<file path="config.mk">
export PLATFORM = sky130hd
export DESIGN_NAME = alu_result_capture
export DESIGN_NICKNAME = d
export VERILOG_FILES = /design/src/rtl/alu_result_capture.sv
export SDC_FILE = /design/constraint.sdc
export NUM_CORES = 1
export LEC_CHECK = 0
export CORE_MARGIN = 2
export CORE_UTILIZATION = 40
export DETAILED_ROUTE_END_ITERATION = 8
export PLACE_DENSITY = 0.58
export SYNTH_ARGS = -nofsm -noshare
export SYNTH_HDL_FRONTEND = slang
export SYNTH_SLANG_ARGS = --single-unit
</file>
<file path="constraint.sdc">
create_clock -name sys_clk -period 15.2 [get_ports sys_clk]
set_input_delay 4.56 -clock sys_clk [delete_from_list [all_inputs] [get_ports sys_clk]]
set_output_delay 4.56 -clock sys_clk [all_outputs]
set_load 0.05 [all_outputs]
</file>
<file path="src/rtl/alu_result_capture.sv">
// Samples ALU32Bit transactions into a FWFT record FIFO drained over valid/ready.
// Keeps saturating counters and, with ALU_CAP_SIGNATURE_EN defined, a 32-bit MISR over ALUResult.
module alu_result_capture #(
  parameter int unsigned DEPTH    = 16,
  parameter int unsigned CNT_W    = 16,
  parameter logic [31:0] SIG_POLY = 32'h04C11DB7,
  parameter logic [31:0] SIG_SEED = 32'hFFFFFFFF
) (
  input  logic                         sys_clk,
  input  logic                         sys_rst,
  input  logic                         capture_en,
  input  logic                         clear,
  input  logic                         in_valid,
  input  logic [3:0]                   alu_control,
  input  logic [31:0]                  alu_a,
  input  logic [31:0]                  alu_b,
  input  logic [31:0]                  alu_result,
  input  logic                         alu_zero,
  output logic                         out_valid,
  input  logic                         out_ready,
  output logic [100:0]                 out_record,
  output logic [$clog2(DEPTH+1)-1:0]   level,
  output logic [CNT_W-1:0]             sample_count,
  output logic [CNT_W-1:0]             zero_count,
  output logic [CNT_W-1:0]             drop_count,
  output logic                         overflow,
  output logic [31:0]                  signature
);

  localparam int unsigned AW = $clog2(DEPTH);
  localparam int unsigned LW = $clog2(DEPTH + 1);

  logic [100:0]   mem [DEPTH];
  logic [AW-1:0]  wr_ptr_q, rd_ptr_q;
  logic [LW-1:0]  level_q;
  logic           full, sample, pop, push, drop, wipe;
  logic [100:0]   rec;

  function automatic logic [CNT_W-1:0] sat_inc(input logic [CNT_W-1:0] v);
    return (&v) ? v : v + CNT_W'(1);
  endfunction

  assign wipe       = sys_rst | clear;
  assign full       = (level_q == LW'(DEPTH));
  assign out_valid  = (level_q != '0);
  assign sample     = in_valid & capture_en;
  assign pop        = out_valid & out_ready;
  assign push       = sample & (~full | pop);
  assign drop       = sample & full & ~pop;
  assign rec        = {alu_control, alu_zero, alu_a, alu_b, alu_result};
  assign out_record = out_valid ? mem[rd_ptr_q] : '0;
  assign level      = level_q;

  always_ff @(posedge sys_clk) begin
    if (push && !wipe) mem[wr_ptr_q] <= rec;
  end

  always_ff @(posedge sys_clk) begin
    if (wipe) begin
      wr_ptr_q     <= '0;
      rd_ptr_q     <= '0;
      level_q      <= '0;
      sample_count <= '0;
      zero_count   <= '0;
      drop_count   <= '0;
      overflow     <= 1'b0;
    end else begin
      if (push) wr_ptr_q <= wr_ptr_q + AW'(1);
      if (pop)  rd_ptr_q <= rd_ptr_q + AW'(1);
      if (push && !pop)      level_q <= level_q + LW'(1);
      else if (pop && !push) level_q <= level_q - LW'(1);
      if (sample) begin
        sample_count <= sat_inc(sample_count);
        if (alu_zero) zero_count <= sat_inc(zero_count);
      end
      if (drop) begin
        drop_count <= sat_inc(drop_count);
        overflow   <= 1'b1;
      end
    end
  end

`ifdef ALU_CAP_SIGNATURE_EN
  // Dropped samples still fold in, so the signature covers the whole stimulus stream.
  always_ff @(posedge sys_clk) begin
    if (wipe) begin
      signature <= SIG_SEED;
    end else if (sample) begin
      signature <= {signature[30:0], 1'b0} ^ (signature[31] ? SIG_POLY : 32'h0) ^ alu_result;
    end
  end
`else
  assign signature = 32'h0;
`endif

endmodule

</file>
* Word-level counts from Yosys, hierarchy flattened
Memory sizes are Yosys's and may differ from the RTL's. A register that Yosys moved wholly into a read port is not among the register bits. Cells that the tools add are included.
Storage, ports and cells: register bits after elaboration 62, RAM bits 1616, bits of input ports 107, output and inout bits 188, word-level logic and storage cells 49, memories kept 1
Operators by class: add/sub/neg operators 7, equal/unequal tests 1, multiplexer cells 7, bitwise logic cells 12, reductions and logical operators 14
Memory list:
- mem | words 16, width 101, rd ports 1, clocked after Yosys merged registers in 1, write ports 1, line 33 | logic [100:0] mem [DEPTH];
Operators with widths (number):
- 101-bit 2-to-1 mux | 1
- 16-bit by 1-bit adder with 16-bit output (second input constant) | 3
- 16-bit AND reduction | 3
- 5-bit 2-to-1 mux | 2
- 4-bit by 1-bit adder with 4-bit output (second input constant) | 2
- 4-bit 2-to-1 mux | 2
- 5-bit by 1-bit adder with 5-bit output (second input constant) | 1
- 1-bit bitwise AND | 5
- 5-bit equality test (second input constant) | 1
- 1-bit inverter | 5
- 5-bit nonzero test | 1
- 5-bit by 1-bit subtractor with 5-bit output (second input constant) | 1
- 2-bit AND reduction | 2
- 1-bit logical AND | 3
- 1-bit logical NOT | 3
- 3-bit AND reduction | 1
- 1-bit 2-to-1 mux | 2
- 1-bit bitwise OR | 2
- 2-bit nonzero test | 1

* Longest topological paths before layout
depth after elaboration 8, gate-level depth with buffers 11

* Least setup slack after synthesis
OpenSTA, ideal clock, no wires.
path type input -> register, start point input port in_valid, end point memory mem[0][0], enable pin, arrival time 12.277 ns, data required time 14.515 ns, path slack 2.238 ns, cell stages on the path 5, cells stage by stage nand2_1 clkbuf_1 a31oi_2 nand3_1 nor3_1
On the way: longest elaborated chain between the ends 5
RTL lines:
- start: declaration | line 13 | input logic in_valid,
- 1-bit bitwise AND | line 46 | assign sample = in_valid & capture_en;
- 1-bit bitwise AND | line 48 | assign push = sample & (~full | pop);
- via push | line 36 | logic full, sample, pop, push, drop, wipe;
- 1-bit logical AND | line 55 | if (push && !wipe) mem[wr_ptr_q] <= rec;
- 1-bit 2-to-1 mux | line 55
- 1-bit 2-to-1 mux (not written as such) | line 55
- end: declaration | line 33
The timed path passes the listed nets, and every way through them passes these cells.

* Worst setup path in the final report
start point register level_q[0] (netlist: level[0]), end point output port out_record[39]
On the way: longest elaborated chain between the ends 2
RTL lines:
- start: declaration | line 35 | logic [LW-1:0] level_q;
- start signal: assignment | line 70 | if (push && !pop) level_q <= level_q + LW'(1);
- start signal: assignment | line 71 | else if (pop && !push) level_q <= level_q - LW'(1);
- 5-bit nonzero test | line 45 | assign out_valid = (level_q != '0);
- 101-bit 2-to-1 mux | line 51 | assign out_record = out_valid ? mem[rd_ptr_q] : '0;
- end: declaration | line 21 | output logic [100:0] out_record,
Every way passes these cells.

==> results by stage <==
Routing:
- The number of DRC markers in iteration 0 is 2,437.
- The pre-antenna-repair detailed-routing pass consisted of 7 iterations.
- The total wire length after detailed routing is 152 mm.
- The via density per instance is 5.43.
- After detailed routing, the average wire length per cell comes to 27.5 um.
- After detailed routing, the number of remaining DRC violations is 0.
- In this run the remaining antenna-violating nets after routing total 0.
- The total via count after detailed routing is 30.0k.

Hold path:
- The type of the most critical hold path is register to register.
- Along the worst hold path, the cell count comes to 2.

Yosys:
- The library cell occupying the most area in the post-synthesis netlist is sky130_fd_sc_hd__edfxtp_1.
- The sequential area share after synthesis is 77.4%.
- Counting flops and latches in the post-synthesis netlist gives 1,682.
- Yosys mapped a number of flops with a built-in enable equal to 1,616.
- The area of the mapped netlist is 64,400 sq um.
- The number of distinct standard cells referenced by the synthesized netlist is 52.
- The warning count from the yosys run is 0.
- The average instance in the mapped netlist occupies 22.4 sq um.
- The area share of the leading cell type in the synthesized netlist is 75.3%.
- The most used flip-flop cell after synthesis is sky130_fd_sc_hd__edfxtp_1.
- In the synthesized netlist, the cells that appear most often are sky130_fd_sc_hd__edfxtp_1 (1,616), sky130_fd_sc_hd__mux4_2 (404), sky130_fd_sc_hd__mux2i_1 (204), sky130_fd_sc_hd__o22ai_1 (101).
- The most numerous cell in the Yosys netlist is sky130_fd_sc_hd__edfxtp_1.
- Counting flops with an async set or reset pin after synthesis yields a share of 0%.
- The cell count after synthesis is 2,878.
- Yosys attributes the largest share of cell area to sky130_fd_sc_hd__edfxtp_1 (75%), sky130_fd_sc_hd__mux4_2 (14%), sky130_fd_sc_hd__mux2i_1 (3.2%).

Critical path:
- The start point of the critical path is level[0].
- STA classifies the critical path startpoint as a register.
- The number of cells on the worst reg-to-reg path is 6.
- Across all register-to-register paths, the minimum setup slack is 11.11 ns.
- The end of the worst register-to-register path is mem[8][10].
- The critical path is of the register to primary output type.
- In this run the worst path has a maximum fanout of 39.
- The worst register-to-register path begins at level[0].
- The arrival time at the worst endpoint is 5.00 ns.
- For the worst setup path, the data required time is 10.64 ns.
- In this run the worst setup path terminates at out_record[39].
- The worst setup path is captured at a primary output.

CTS:
- Gates resized during post-CTS repair numbered 0.
- No sink is reached through more buffers than the 3 on the longest clock path.
- CTS built an H-tree with a depth of 4.
- TritonCTS built the clock tree.
- The root buffer cell chosen for the clock tree is sky130_fd_sc_hd__clkbuf_16.
- In this run the post-CTS setup repair buffer count came out at 0.
- In this run, post-CTS hold repair placed 0 buffers.
- The clock transition at the register clock pins on the worst setup and hold paths after CTS is 0.06 ns.
- The clock sink total is 1,682.
- The clock network latency to the later pin of the worst-skew pair is 0.78 ns.
- In this run, CTS created clock tree buffers numbering 176.

Global routing:
- For this run the aggregate overflow at the end of global routing stands at 0.
- The number of antenna violations at the first check in global routing is 22.
- Entering global routing, the biggest net connects 130 pins.
- The total global routing track utilization is 18.5%.
- The first global-routing pass estimated 219 mm of wire.
- The via count of the first global-routing pass is 31.1k.

STA:
- The number of pins with negative max-slew slack in the final report is 0.
- Setup repair after global routing left no endpoint under its margin.
- For the final database, setup skew stands at 0.0260 ns.
- For this run, the top clock speed supported by timing is 0.105 GHz.
- The final worst-path setup slack is 5.64 ns.
- The transition at the pin with the smallest max-transition slack is 1.14 ns.
- The normalized max-slew margin is 24.3%.
- The post-route clock period utilization is 62.9%.
- The shortest period the worst path allows is 9.56 ns.
- The number of setup violations in the final report is 0.
- The final sum of negative setup slack is 0 ns.
- The count of final hold-check violations came to 0.

Die:
- The area inside the core boundary is 160,000 sq um.
- The overall die width is 405 um.
- The floorplan step defined a die boundary enclosing 164,000 sq um.
- Measured along the y axis, the die boundary spans 405 um.
- The initial utilization of the core area, before any placement, comes to 40.2%.
- Row generation in the floorplan step produced 147 rows.
- The number of top-level pins is 295.

Outcome:
- The run finished with clean final reports.

Placement:
- The count of buffers added on input and output ports is 262.
- Routability-driven placement finished with a final weighted congestion of 0.734.
- The placed wire-length estimate is 73.9 mm.
- The worst setup timing slack at the placement stage is 6.15 ns.

Power and ir drop:
- The worst-case IR drop observed on VDD is 0.0000981 V.
- The static leakage is 22.2 nW.
- The power density of the placed cells is 134 nW/um^2.

Cells and area:
- Compared with the post-synthesis result, the final layout area differs by 16.5%.
- The number of nets in the layout is 3,345.
- Of the cells placed in the final design, the portion with a size suffix greater than 1 is 21.4%.

Job:
- Max-cap violations in this run came to 0.
-- worst min-delay path by stage --
stage | from | end | slack [ns]
after floorplan | rd_ptr_q[3] | register | 0.46
after global placement | rd_ptr_q[3] | rd_ptr_q[3] | 0.48
after detailed placement | rd_ptr_q[1] | register | 0.48
after CTS | rd_ptr_q[1] | register | 0.49
after global routing | rd_ptr_q[1] | register | 0.50
final | rd_ptr_q[1] | register | 0.49
-- kinds of logic (layout without fill, tap and decap cells) --
group,after synthesis,count (layout),share of synthesized area [%]
flip-flops,1682,1682,77.4
AO/OA/AOI/OAI,139,139,1.40
adder cells (fa/ha/maj),13,13,0.264
other,1,33,0.00582
buffers and inverters,187,637,1.42
multiplexers,608,608,17.3
AND/OR/NAND/NOR,202,202,1.62
XOR/XNOR,46,46,0.625
-- critical path, stage by stage (launching register included) --
cell and delay (ns):
sky130_fd_sc_hd__dfxtp_1 0.38, sky130_fd_sc_hd__nor4_4 0.52, sky130_fd_sc_hd__nand2b_1 0.33, sky130_fd_sc_hd__nand2b_4 0.48, sky130_fd_sc_hd__buf_4 0.69, sky130_fd_sc_hd__buf_4 0.64, sky130_fd_sc_hd__o22ai_1 0.31, sky130_fd_sc_hd__clkdlybuf4s50_1 0.78
-- layout by cell type (no fill, tap or decap), types with 7 or more instances in the layout --
cell type / n
sky130_fd_sc_hd__nand4_1: 20
sky130_fd_sc_hd__xor2_1: 24
sky130_fd_sc_hd__clkbuf_1: 49
sky130_fd_sc_hd__clkinv_1: 38
sky130_fd_sc_hd__edfxtp_1: 1616
sky130_fd_sc_hd__nand3_1: 24
sky130_fd_sc_hd__nand2_1: 27
sky130_fd_sc_hd__nor2_4: 12
sky130_fd_sc_hd__nor3_1: 11
sky130_fd_sc_hd__mux4_2: 404
sky130_fd_sc_hd__clkdlybuf4s50_1: 262
sky130_fd_sc_hd__conb_1: 32
sky130_fd_sc_hd__bufinv_16: 10
sky130_fd_sc_hd__clkinv_2: 20
sky130_fd_sc_hd__mux2i_1: 204
sky130_fd_sc_hd__buf_4: 45
sky130_fd_sc_hd__ha_1: 12
sky130_fd_sc_hd__clkbuf_16: 177
sky130_fd_sc_hd__a21oi_1: 11
sky130_fd_sc_hd__o22ai_1: 101
sky130_fd_sc_hd__dfxtp_1: 63
sky130_fd_sc_hd__and3_1: 7
sky130_fd_sc_hd__xnor2_1: 22
sky130_fd_sc_hd__nor2_1: 60
sky130_fd_sc_hd__buf_12: 12
-- report_power, final --
part	internal (mW)	switching, mW	leakage (nW)
sequential	5.09	0.00914	15.1
clock	2.31	1.74	2.60
combinational	0.299	0.581	4.50
total	7.69	2.33	22.2
-- cell type report --
| cell class | instances | area [sq um] |
|---|---|---|
| Fill cell | 13200 | 85100 |
| Sequential cell | 1682 | 49900 |
| Multi-Input combinational cell | 1040 | 13900 |
| Clock buffer | 226 | 4610 |
| Timing Repair Buffer | 319 | 3200 |
| Tap cell | 2160 | 2700 |
| Clock inverter | 86 | 752 |
| Inverter | 6 | 22.5 |
| Antenna cell | 1 | 2.50 |
-- registers in the layout, indices dropped and copies added (netlist names), named ones only --
signal	cells
rd_ptr_q	4
wr_ptr_q	4
overflow	1
mem	1616
sample_count	16
zero_count	16
drop_count	16
level	5
-- per-layer routing --
| layer | routed length [um] | track usage [%] |
|---|---|---|
| met3 | 9020 | 3.77 |
| met1 | 64600 | 25.1 |
| met4 | 2760 | 4.32 |
| met5 | 147 | 0 |
| met2 | 75400 | 30.7 |
-- metrics by stage --
step                      power [mW]  util [%]  area (sq um)  hold WS, ns  cells
after floorplan                 5.76         -         64500        0.459   2909
after global placement          6.08      43.5         69700        0.478   5207
after detailed placement        6.09      43.5         69700        0.481   5207
after CTS                       10.1      46.9         75100        0.490   5519
after global routing            10.4      46.9         75100        0.504   5519
final                           10.0      46.9         75100        0.487   5520
Note: power is estimated with default switching activity, not from simulation.
